[src/rtl/display_pkg.sv]
// rtl/display_pkg.sv - VGA 640x480@60 timing constants and framebuffer geometry
package display_pkg;

  localparam int H_ACTIVE = 640;
  localparam int H_FP     = 16;
  localparam int H_SYNC   = 96;
  localparam int H_BP     = 48;
  localparam int H_TOTAL  = H_ACTIVE + H_FP + H_SYNC + H_BP;

  localparam int V_ACTIVE = 480;
  localparam int V_FP     = 10;
  localparam int V_SYNC   = 2;
  localparam int V_BP     = 33;
  localparam int V_TOTAL  = V_ACTIVE + V_FP + V_SYNC + V_BP;

  localparam int SCALE = 5;
  localparam int FB_W  = 128;
  localparam int FB_H  = 96;
  localparam int FB_XW = $clog2(FB_W);
  localparam int FB_YW = $clog2(FB_H);
  localparam int FB_AW = FB_YW + FB_XW - 3;
  localparam int SUB_W = $clog2(SCALE);
  localparam int CNT_W = 10;

  typedef struct packed {
    logic active;
    logic hs;
    logic vs;
    logic fs;
  } video_ctl_t;

  localparam video_ctl_t CTL_IDLE = '{active: 1'b0, hs: 1'b1, vs: 1'b1, fs: 1'b0};

endpackage

[src/rtl/vga_timing.sv]
// rtl/vga_timing.sv - h/v raster counters with sync, active and frame-start decode
module vga_timing
  import display_pkg::*;
#(
  parameter int P_H_ACTIVE = H_ACTIVE,
  parameter int P_H_FP     = H_FP,
  parameter int P_H_SYNC   = H_SYNC,
  parameter int P_H_BP     = H_BP,
  parameter int P_V_ACTIVE = V_ACTIVE,
  parameter int P_V_FP     = V_FP,
  parameter int P_V_SYNC   = V_SYNC,
  parameter int P_V_BP     = V_BP
) (
  input  logic       clk_i,
  input  logic       rst_i,
  output video_ctl_t ctl_o,
  output logic       h_active_o,
  output logic       v_active_o,
  output logic       line_end_o,
  output logic       frame_end_o
);

  localparam logic [CNT_W-1:0] H_LAST   = CNT_W'(P_H_ACTIVE + P_H_FP + P_H_SYNC + P_H_BP - 1);
  localparam logic [CNT_W-1:0] H_ACT    = CNT_W'(P_H_ACTIVE);
  localparam logic [CNT_W-1:0] HS_FIRST = CNT_W'(P_H_ACTIVE + P_H_FP);
  localparam logic [CNT_W-1:0] HS_LAST  = CNT_W'(P_H_ACTIVE + P_H_FP + P_H_SYNC - 1);
  localparam logic [CNT_W-1:0] V_LAST   = CNT_W'(P_V_ACTIVE + P_V_FP + P_V_SYNC + P_V_BP - 1);
  localparam logic [CNT_W-1:0] V_ACT    = CNT_W'(P_V_ACTIVE);
  localparam logic [CNT_W-1:0] VS_FIRST = CNT_W'(P_V_ACTIVE + P_V_FP);
  localparam logic [CNT_W-1:0] VS_LAST  = CNT_W'(P_V_ACTIVE + P_V_FP + P_V_SYNC - 1);

  logic [CNT_W-1:0] h_cnt_q, h_cnt_d;
  logic [CNT_W-1:0] v_cnt_q, v_cnt_d;
  logic             h_wrap, v_wrap;

  always_comb begin
    h_wrap  = (h_cnt_q == H_LAST);
    v_wrap  = (v_cnt_q == V_LAST);
    h_cnt_d = h_wrap ? '0 : h_cnt_q + 1'b1;
    v_cnt_d = v_cnt_q;
    if (h_wrap) begin
      v_cnt_d = v_wrap ? '0 : v_cnt_q + 1'b1;
    end
  end

  always_ff @(posedge clk_i) begin
    if (rst_i) begin
      h_cnt_q <= '0;
      v_cnt_q <= '0;
    end else begin
      h_cnt_q <= h_cnt_d;
      v_cnt_q <= v_cnt_d;
    end
  end

  always_comb begin
    h_active_o   = (h_cnt_q < H_ACT);
    v_active_o   = (v_cnt_q < V_ACT);
    line_end_o   = h_wrap;
    frame_end_o  = h_wrap && v_wrap;
    ctl_o.active = h_active_o && v_active_o;
    ctl_o.hs     = !((h_cnt_q >= HS_FIRST) && (h_cnt_q <= HS_LAST));
    ctl_o.vs     = !((v_cnt_q >= VS_FIRST) && (v_cnt_q <= VS_LAST));
    ctl_o.fs     = (h_cnt_q == '0) && (v_cnt_q == '0);
  end

endmodule

[src/rtl/vga_scanout.sv]
// rtl/vga_scanout.sv - 5x upscaled 128x96 monochrome scanout onto 640x480 VGA
module vga_scanout
  import display_pkg::*;
#(
  parameter int P_H_ACTIVE = H_ACTIVE,
  parameter int P_H_FP     = H_FP,
  parameter int P_H_SYNC   = H_SYNC,
  parameter int P_H_BP     = H_BP,
  parameter int P_V_ACTIVE = V_ACTIVE,
  parameter int P_V_FP     = V_FP,
  parameter int P_V_SYNC   = V_SYNC,
  parameter int P_V_BP     = V_BP
) (
  input  logic             CLK_VGA,
  input  logic             RST,
  output logic [FB_AW-1:0] rd_addr,
  input  logic [7:0]       rd_data,
  output logic             VGA_pixel,
  output logic             hsync,
  output logic             vsync,
  output logic             frame_start
);

  localparam logic [SUB_W-1:0] SUB_LAST  = SUB_W'(SCALE - 1);
  localparam logic [FB_YW-1:0] FB_Y_LAST = FB_YW'(FB_H - 1);

  video_ctl_t       ctl0, ctl1_q;
  logic             h_active, v_active, line_end, frame_end;
  logic [SUB_W-1:0] hx_sub_q, hx_sub_d, vy_sub_q, vy_sub_d;
  logic [FB_XW-1:0] fb_x_q, fb_x_d;
  logic [FB_YW-1:0] fb_y_q, fb_y_d;
  logic [2:0]       bit_idx1_q;
  logic             pix_q, pix_d, hs_q, vs_q, fs_q;

  vga_timing #(
    .P_H_ACTIVE (P_H_ACTIVE),
    .P_H_FP     (P_H_FP),
    .P_H_SYNC   (P_H_SYNC),
    .P_H_BP     (P_H_BP),
    .P_V_ACTIVE (P_V_ACTIVE),
    .P_V_FP     (P_V_FP),
    .P_V_SYNC   (P_V_SYNC),
    .P_V_BP     (P_V_BP)
  ) u_timing (
    .clk_i       (CLK_VGA),
    .rst_i       (RST),
    .ctl_o       (ctl0),
    .h_active_o  (h_active),
    .v_active_o  (v_active),
    .line_end_o  (line_end),
    .frame_end_o (frame_end)
  );

  always_comb begin
    hx_sub_d = hx_sub_q;
    fb_x_d   = fb_x_q;
    if (line_end) begin
      hx_sub_d = '0;
      fb_x_d   = '0;
    end else if (h_active) begin
      if (hx_sub_q == SUB_LAST) begin
        hx_sub_d = '0;
        fb_x_d   = fb_x_q + 1'b1;
      end else begin
        hx_sub_d = hx_sub_q + 1'b1;
      end
    end
  end

  // fb_y wraps to 0 after the last row so rd_addr never exceeds the 1536-byte memory
  always_comb begin
    vy_sub_d = vy_sub_q;
    fb_y_d   = fb_y_q;
    if (frame_end) begin
      vy_sub_d = '0;
      fb_y_d   = '0;
    end else if (line_end && v_active) begin
      if (vy_sub_q == SUB_LAST) begin
        vy_sub_d = '0;
        fb_y_d   = (fb_y_q == FB_Y_LAST) ? '0 : fb_y_q + 1'b1;
      end else begin
        vy_sub_d = vy_sub_q + 1'b1;
      end
    end
  end

  assign rd_addr = {fb_y_q, fb_x_q[FB_XW-1:3]};
  assign pix_d   = ctl1_q.active & rd_data[3'd7 - bit_idx1_q];

  always_ff @(posedge CLK_VGA) begin
    if (RST) begin
      hx_sub_q   <= '0;
      vy_sub_q   <= '0;
      fb_x_q     <= '0;
      fb_y_q     <= '0;
      bit_idx1_q <= '0;
      ctl1_q     <= CTL_IDLE;
      pix_q      <= 1'b0;
      hs_q       <= 1'b1;
      vs_q       <= 1'b1;
      fs_q       <= 1'b0;
    end else begin
      hx_sub_q   <= hx_sub_d;
      vy_sub_q   <= vy_sub_d;
      fb_x_q     <= fb_x_d;
      fb_y_q     <= fb_y_d;
      bit_idx1_q <= fb_x_q[2:0];
      ctl1_q     <= ctl0;
      pix_q      <= pix_d;
      hs_q       <= ctl1_q.hs;
      vs_q       <= ctl1_q.vs;
      fs_q       <= ctl1_q.fs;
    end
  end

  assign VGA_pixel   = pix_q;
  assign hsync       = hs_q;
  assign vsync       = vs_q;
  assign frame_start = fs_q;

endmodule

[config.mk]
export PLATFORM = sky130hd
export DESIGN_NAME = vga_scanout
export DESIGN_NICKNAME = d
export VERILOG_FILES = /design/src/rtl/display_pkg.sv /design/src/rtl/vga_timing.sv /design/src/rtl/vga_scanout.sv
export SDC_FILE = /design/constraint.sdc
export NUM_CORES = 1
export LEC_CHECK = 0
export ABC_AREA = 1
export CORE_UTILIZATION = 43
export DETAILED_ROUTE_END_ITERATION = 10
export PLACE_DENSITY = 0.68
export SKIP_CTS_REPAIR_TIMING = 1
export SLEW_MARGIN = 20
export SYNTH_ARGS = -nofsm -noshare
export SYNTH_HDL_FRONTEND = slang
export SYNTH_SLANG_ARGS = --single-unit
[constraint.sdc]
create_clock -name CLK_VGA -period 1.4 [get_ports CLK_VGA]
set_clock_uncertainty 0.1 [all_clocks]
set_input_delay 0.28 -clock CLK_VGA [delete_from_list [all_inputs] [get_ports CLK_VGA]]
set_output_delay 0.28 -clock CLK_VGA [all_outputs]
set_load 0.005 [all_outputs]
==> key figures <==
Status
  • Status: finished, violations left
  • Failing checks: setup timing

Cells and area
  • Area used by multi-input combinational logic: 1582 µm²
  • Fraction of layout instances using a drive strength above 1: 36.42%
  • Post-route non-filler standard cell count: 550
  • Final Net Count: 494
  • Cell area after layout: 3999 µm²
  • Total inserted antenna cells: 0
  • FF+latch area: 1045 µm²
  • Synth-to-layout area growth: 52.85%
  • Filler Cell Count: 457

Setup path
  • Sort of element at the start of the critical path: flop
  • Data arrival, critical path: 1730 ps
  • Setup Crit Path Kind: reg2reg
  • Maximum fanout along the worst path: 4
  • Kind of end point of the critical path: flop
  • Required time of the worst setup path: 1510 ps

Clock network
  • Post-CTS clock slew at the launch and capture registers of the worst setup and hold paths: 90 ps
  • Clock tree from TritonCTS: built
  • CTS sink cnt: 51
  • Root buffer cell: sky130_fd_sc_hd__clkbuf_8
  • Number of buffers inserted during clock tree synthesis: 5
  • Total number of H-tree levels: 2
  • Worst-case clock buffer depth: 2
  • Clock insertion delay at the later pin of the skew report: 310 ps

Pwr
  • Peak supply drop: 356.2 µV
  • PD cells: 662.0 nW/µm²
  • Leakage power figure: 1.980 nW

Drt
  • Final ANT Viol Nets: 0
  • Number of detailed-routing iterations run before antenna repair: 4
  • Average routed wire per standard cell: 12.14 µm
  • Drt first-iter violations: 117
  • Vias post-DR: 2716
  • Routed via count divided by cell count: 4.938
  • Detailed Route WL: 6.675 mm
  • Routed length on met1: 2.869 mm
  • DR WL met2: 3.477 mm
  • Metal3 WL: 222 µm
  • Uppermost layer routed: met4
  • Count of unresolved DRC violations after routing: 0

Timing
  • Number of endpoints with negative hold slack in the final report: 0
  • Setup repair after global routing missed its margin: true
  • Relative slew margins: 72.28%
  • FMAX: 0.6188 GHz
  • Max-slew violation total from the final report: 0
  • TNS Setup: -6015 ps
  • Fraction of the cycle the final worst path needs: 115.4%
  • Transition time of the tightest slew-check pin: 410.5 ps
  • Final worst slack: -215.9 ps
  • Clock period minus worst slack: 1616 ps
  • Final setup viols: 39

Global route
  • Total grt overflow: 0
  • Largest net degree at the start of global routing: 16
  • Initial antenna violation count: 0
  • Global-route wire length before repair: 9.873 mm
  • Total Routing Usage GR: 19.72%
  • Vias in the first global route: 2412

Synth
  • Cells after synthesis: 366
  • Yosys warning total: 0
  • Sequential element share of the synthesized area: 39.02%
  • Count of cell types in the netlist: 41
  • Post-synthesis register bit count: 51
  • Netlist Area Pre-Place: 2616 µm²
  • Average cell area after synthesis: 7.148 µm²
  • Syn nets: 386

Placement
  • Pre-CTS worst setup slack: -270.3 ps
  • GPL Wtd Cong: 0.8825
  • Placed Area: 3442 µm²
  • Number of placed cells counting well taps: 526
  • Detail Placement HPWL: 4.550 mm
  • Buffers on Ports: 24

Die
  • Overall die width: 80 µm
  • Starting density of the core: 44.45%
  • Standard-cell row count: 28
  • Top-level I/O count: 25
  • Die area: 6400 µm²
  • Core ar.: 5886 µm²
  • Die Ht: 80 µm

Min path
  • Hold Crit Class: reg2reg

Job
  • Maximum Capacitance Violations: 0
synth_stat cells (all sizes together):
library cell | count | area share [%]
a211oi | 1 | 0.29
a21oi | 19 | 3.6
a31oi | 1 | 0.24
and3 | 1 | 0.24
buf | 6 | 1.6
clkbuf | 1 | 0.14
dfxtp | 51 | 39
ha | 10 | 4.8
inv | 57 | 8.2
mux2i | 1 | 0.38
nand2 | 72 | 11
nand3 | 31 | 6.6
nand4 | 6 | 1.7
nor2 | 66 | 11
nor3 | 6 | 1.3
nor3b | 4 | 1.1
nor4 | 3 | 0.72
o211ai | 1 | 0.29
o21a | 1 | 0.29
o21ai | 12 | 2.4
o21bai | 3 | 0.86
o221ai | 2 | 0.67
o22ai | 2 | 0.48
o311ai | 1 | 0.33
or2 | 4 | 0.96
xnor2 | 2 | 0.67
xor2 | 2 | 0.67
cell families (layout without fill, tap and decap cells):
family | count (synthesis) | in the layout | share of synthesized area (%)
and+or+nand+nor | 193 | 194 | 35.01
AOI/OAI and AO/OA | 43 | 43 | 9.517
muxes | 1 | 1 | 0.3826
DFF | 51 | 51 | 39.02
adders and majority gates | 10 | 10 | 4.782
buffers and inverters | 64 | 172 | 9.947
xor gates and xnor gates | 4 | 4 | 1.339
placed cells by master (no fill, tap or decap), types with 3 or more instances in the layout:
cell type / Yosys / routed
sky130_fd_sc_hd__nor3_1: 5 / 4
sky130_fd_sc_hd__nand3_2: 1 / 3
sky130_fd_sc_hd__dlymetal6s2s_1: 0 / 15
sky130_fd_sc_hd__nand2_4: 2 / 5
sky130_fd_sc_hd__nand3_4: 1 / 3
sky130_fd_sc_hd__nand2_2: 1 / 10
sky130_fd_sc_hd__clkbuf_8: 0 / 6
sky130_fd_sc_hd__buf_6: 0 / 5
sky130_fd_sc_hd__a21oi_2: 0 / 6
sky130_fd_sc_hd__or2_2: 3 / 3
sky130_fd_sc_hd__o21bai_1: 3 / 3
sky130_fd_sc_hd__o21ai_0: 6 / 5
sky130_fd_sc_hd__nor2_4: 3 / 9
sky130_fd_sc_hd__inv_2: 7 / 7
sky130_fd_sc_hd__a21oi_1: 19 / 13
sky130_fd_sc_hd__nand2_1: 69 / 58
sky130_fd_sc_hd__nand3_1: 29 / 25
sky130_fd_sc_hd__ha_1: 10 / 8
sky130_fd_sc_hd__inv_1: 50 / 49
sky130_fd_sc_hd__dfxtp_2: 0 / 13
sky130_fd_sc_hd__buf_4: 5 / 75
sky130_fd_sc_hd__nor2_2: 4 / 7
sky130_fd_sc_hd__clkdlybuf4s50_1: 0 / 9
sky130_fd_sc_hd__dfxtp_1: 51 / 36
sky130_fd_sc_hd__nor2_1: 58 / 49
sky130_fd_sc_hd__o21ai_1: 5 / 5
sky130_fd_sc_hd__nand4_1: 5 / 5
power by group:
group | internal (W) | total (W) | switching (W)
sequential | 0.00148 | 0.00150 | 0.0000199
combinational | 0.000135 | 0.000259 | 0.000124
clock | 0.000406 | 0.000893 | 0.000487
total | 0.00202 | 0.00265 | 0.000631
path summary, 6_finish.rpt:
check / from / end / slack [ps] / depth (start not counted)
setup / recovery: u_timing.h_cnt_q[1] / fb_y_q[5] / -220 / 9
hold / removal: ctl1_q[1] / vsync / 320 / 1
setup reg to reg: u_timing.h_cnt_q[1] / fb_y_q[5] / -220 / 9
hold reg to reg: ctl1_q[1] / vsync / 320 / 1
per-stage QoR:
step | util, % | power (W) | hold slack [ps]
finish | 67.94 | 0.002647 | 316.3
global route | 67.94 | 0.002768 | 330.0
detailed placement | 58.48 | 0.001726 | 303.2
global placement | 58.48 | 0.001719 | 298.3
CTS | 60.10 | 0.002615 | 318.8
floorplan | - | 0.001634 | 288.3
registers in the layout, indices dropped and copies added, names as in the netlist:
register / flops
bit_idx1_q: 3
vy_sub_q: 3
vsync: 1
VGA_pixel: 1
frame_start: 1
u_timing.h_cnt_q: 10
fb_x_q: 7
ctl1_q: 4
fb_y_q: 7
hx_sub_q: 3
hsync: 1
u_timing.v_cnt_q: 10
layout make-up:
cell class / instances / area share [%]
sequential: 51 / 26.13
clock buffer: 7 / 2.159
multi-input combinational: 252 / 39.55
timing repair buffer: 107 / 24.06
inverter: 57 / 5.538
tap: 75 / 2.347
clock inverter: 1 / 0.2190
routing by layer:
layer	GRT usage, %	vias up
li1	-	1385
met1	21.77	1267
met2	36.84	51
met3	4.000	13
met4	7.143	0
met5	0	-
critical path, stage by stage (launching register included):
cell and delay, ps:
sky130_fd_sc_hd__dfxtp_2 360, sky130_fd_sc_hd__ha_4 160, sky130_fd_sc_hd__nand2_4 60, sky130_fd_sc_hd__nor2_4 200, sky130_fd_sc_hd__nand2_4 100, sky130_fd_sc_hd__nor2_8 140, sky130_fd_sc_hd__buf_12 130, sky130_fd_sc_hd__nand4_1 90
sky130_fd_sc_hd__nor2_1 130, sky130_fd_sc_hd__nor2_1 50
Power figures use the tool's default switching activity.
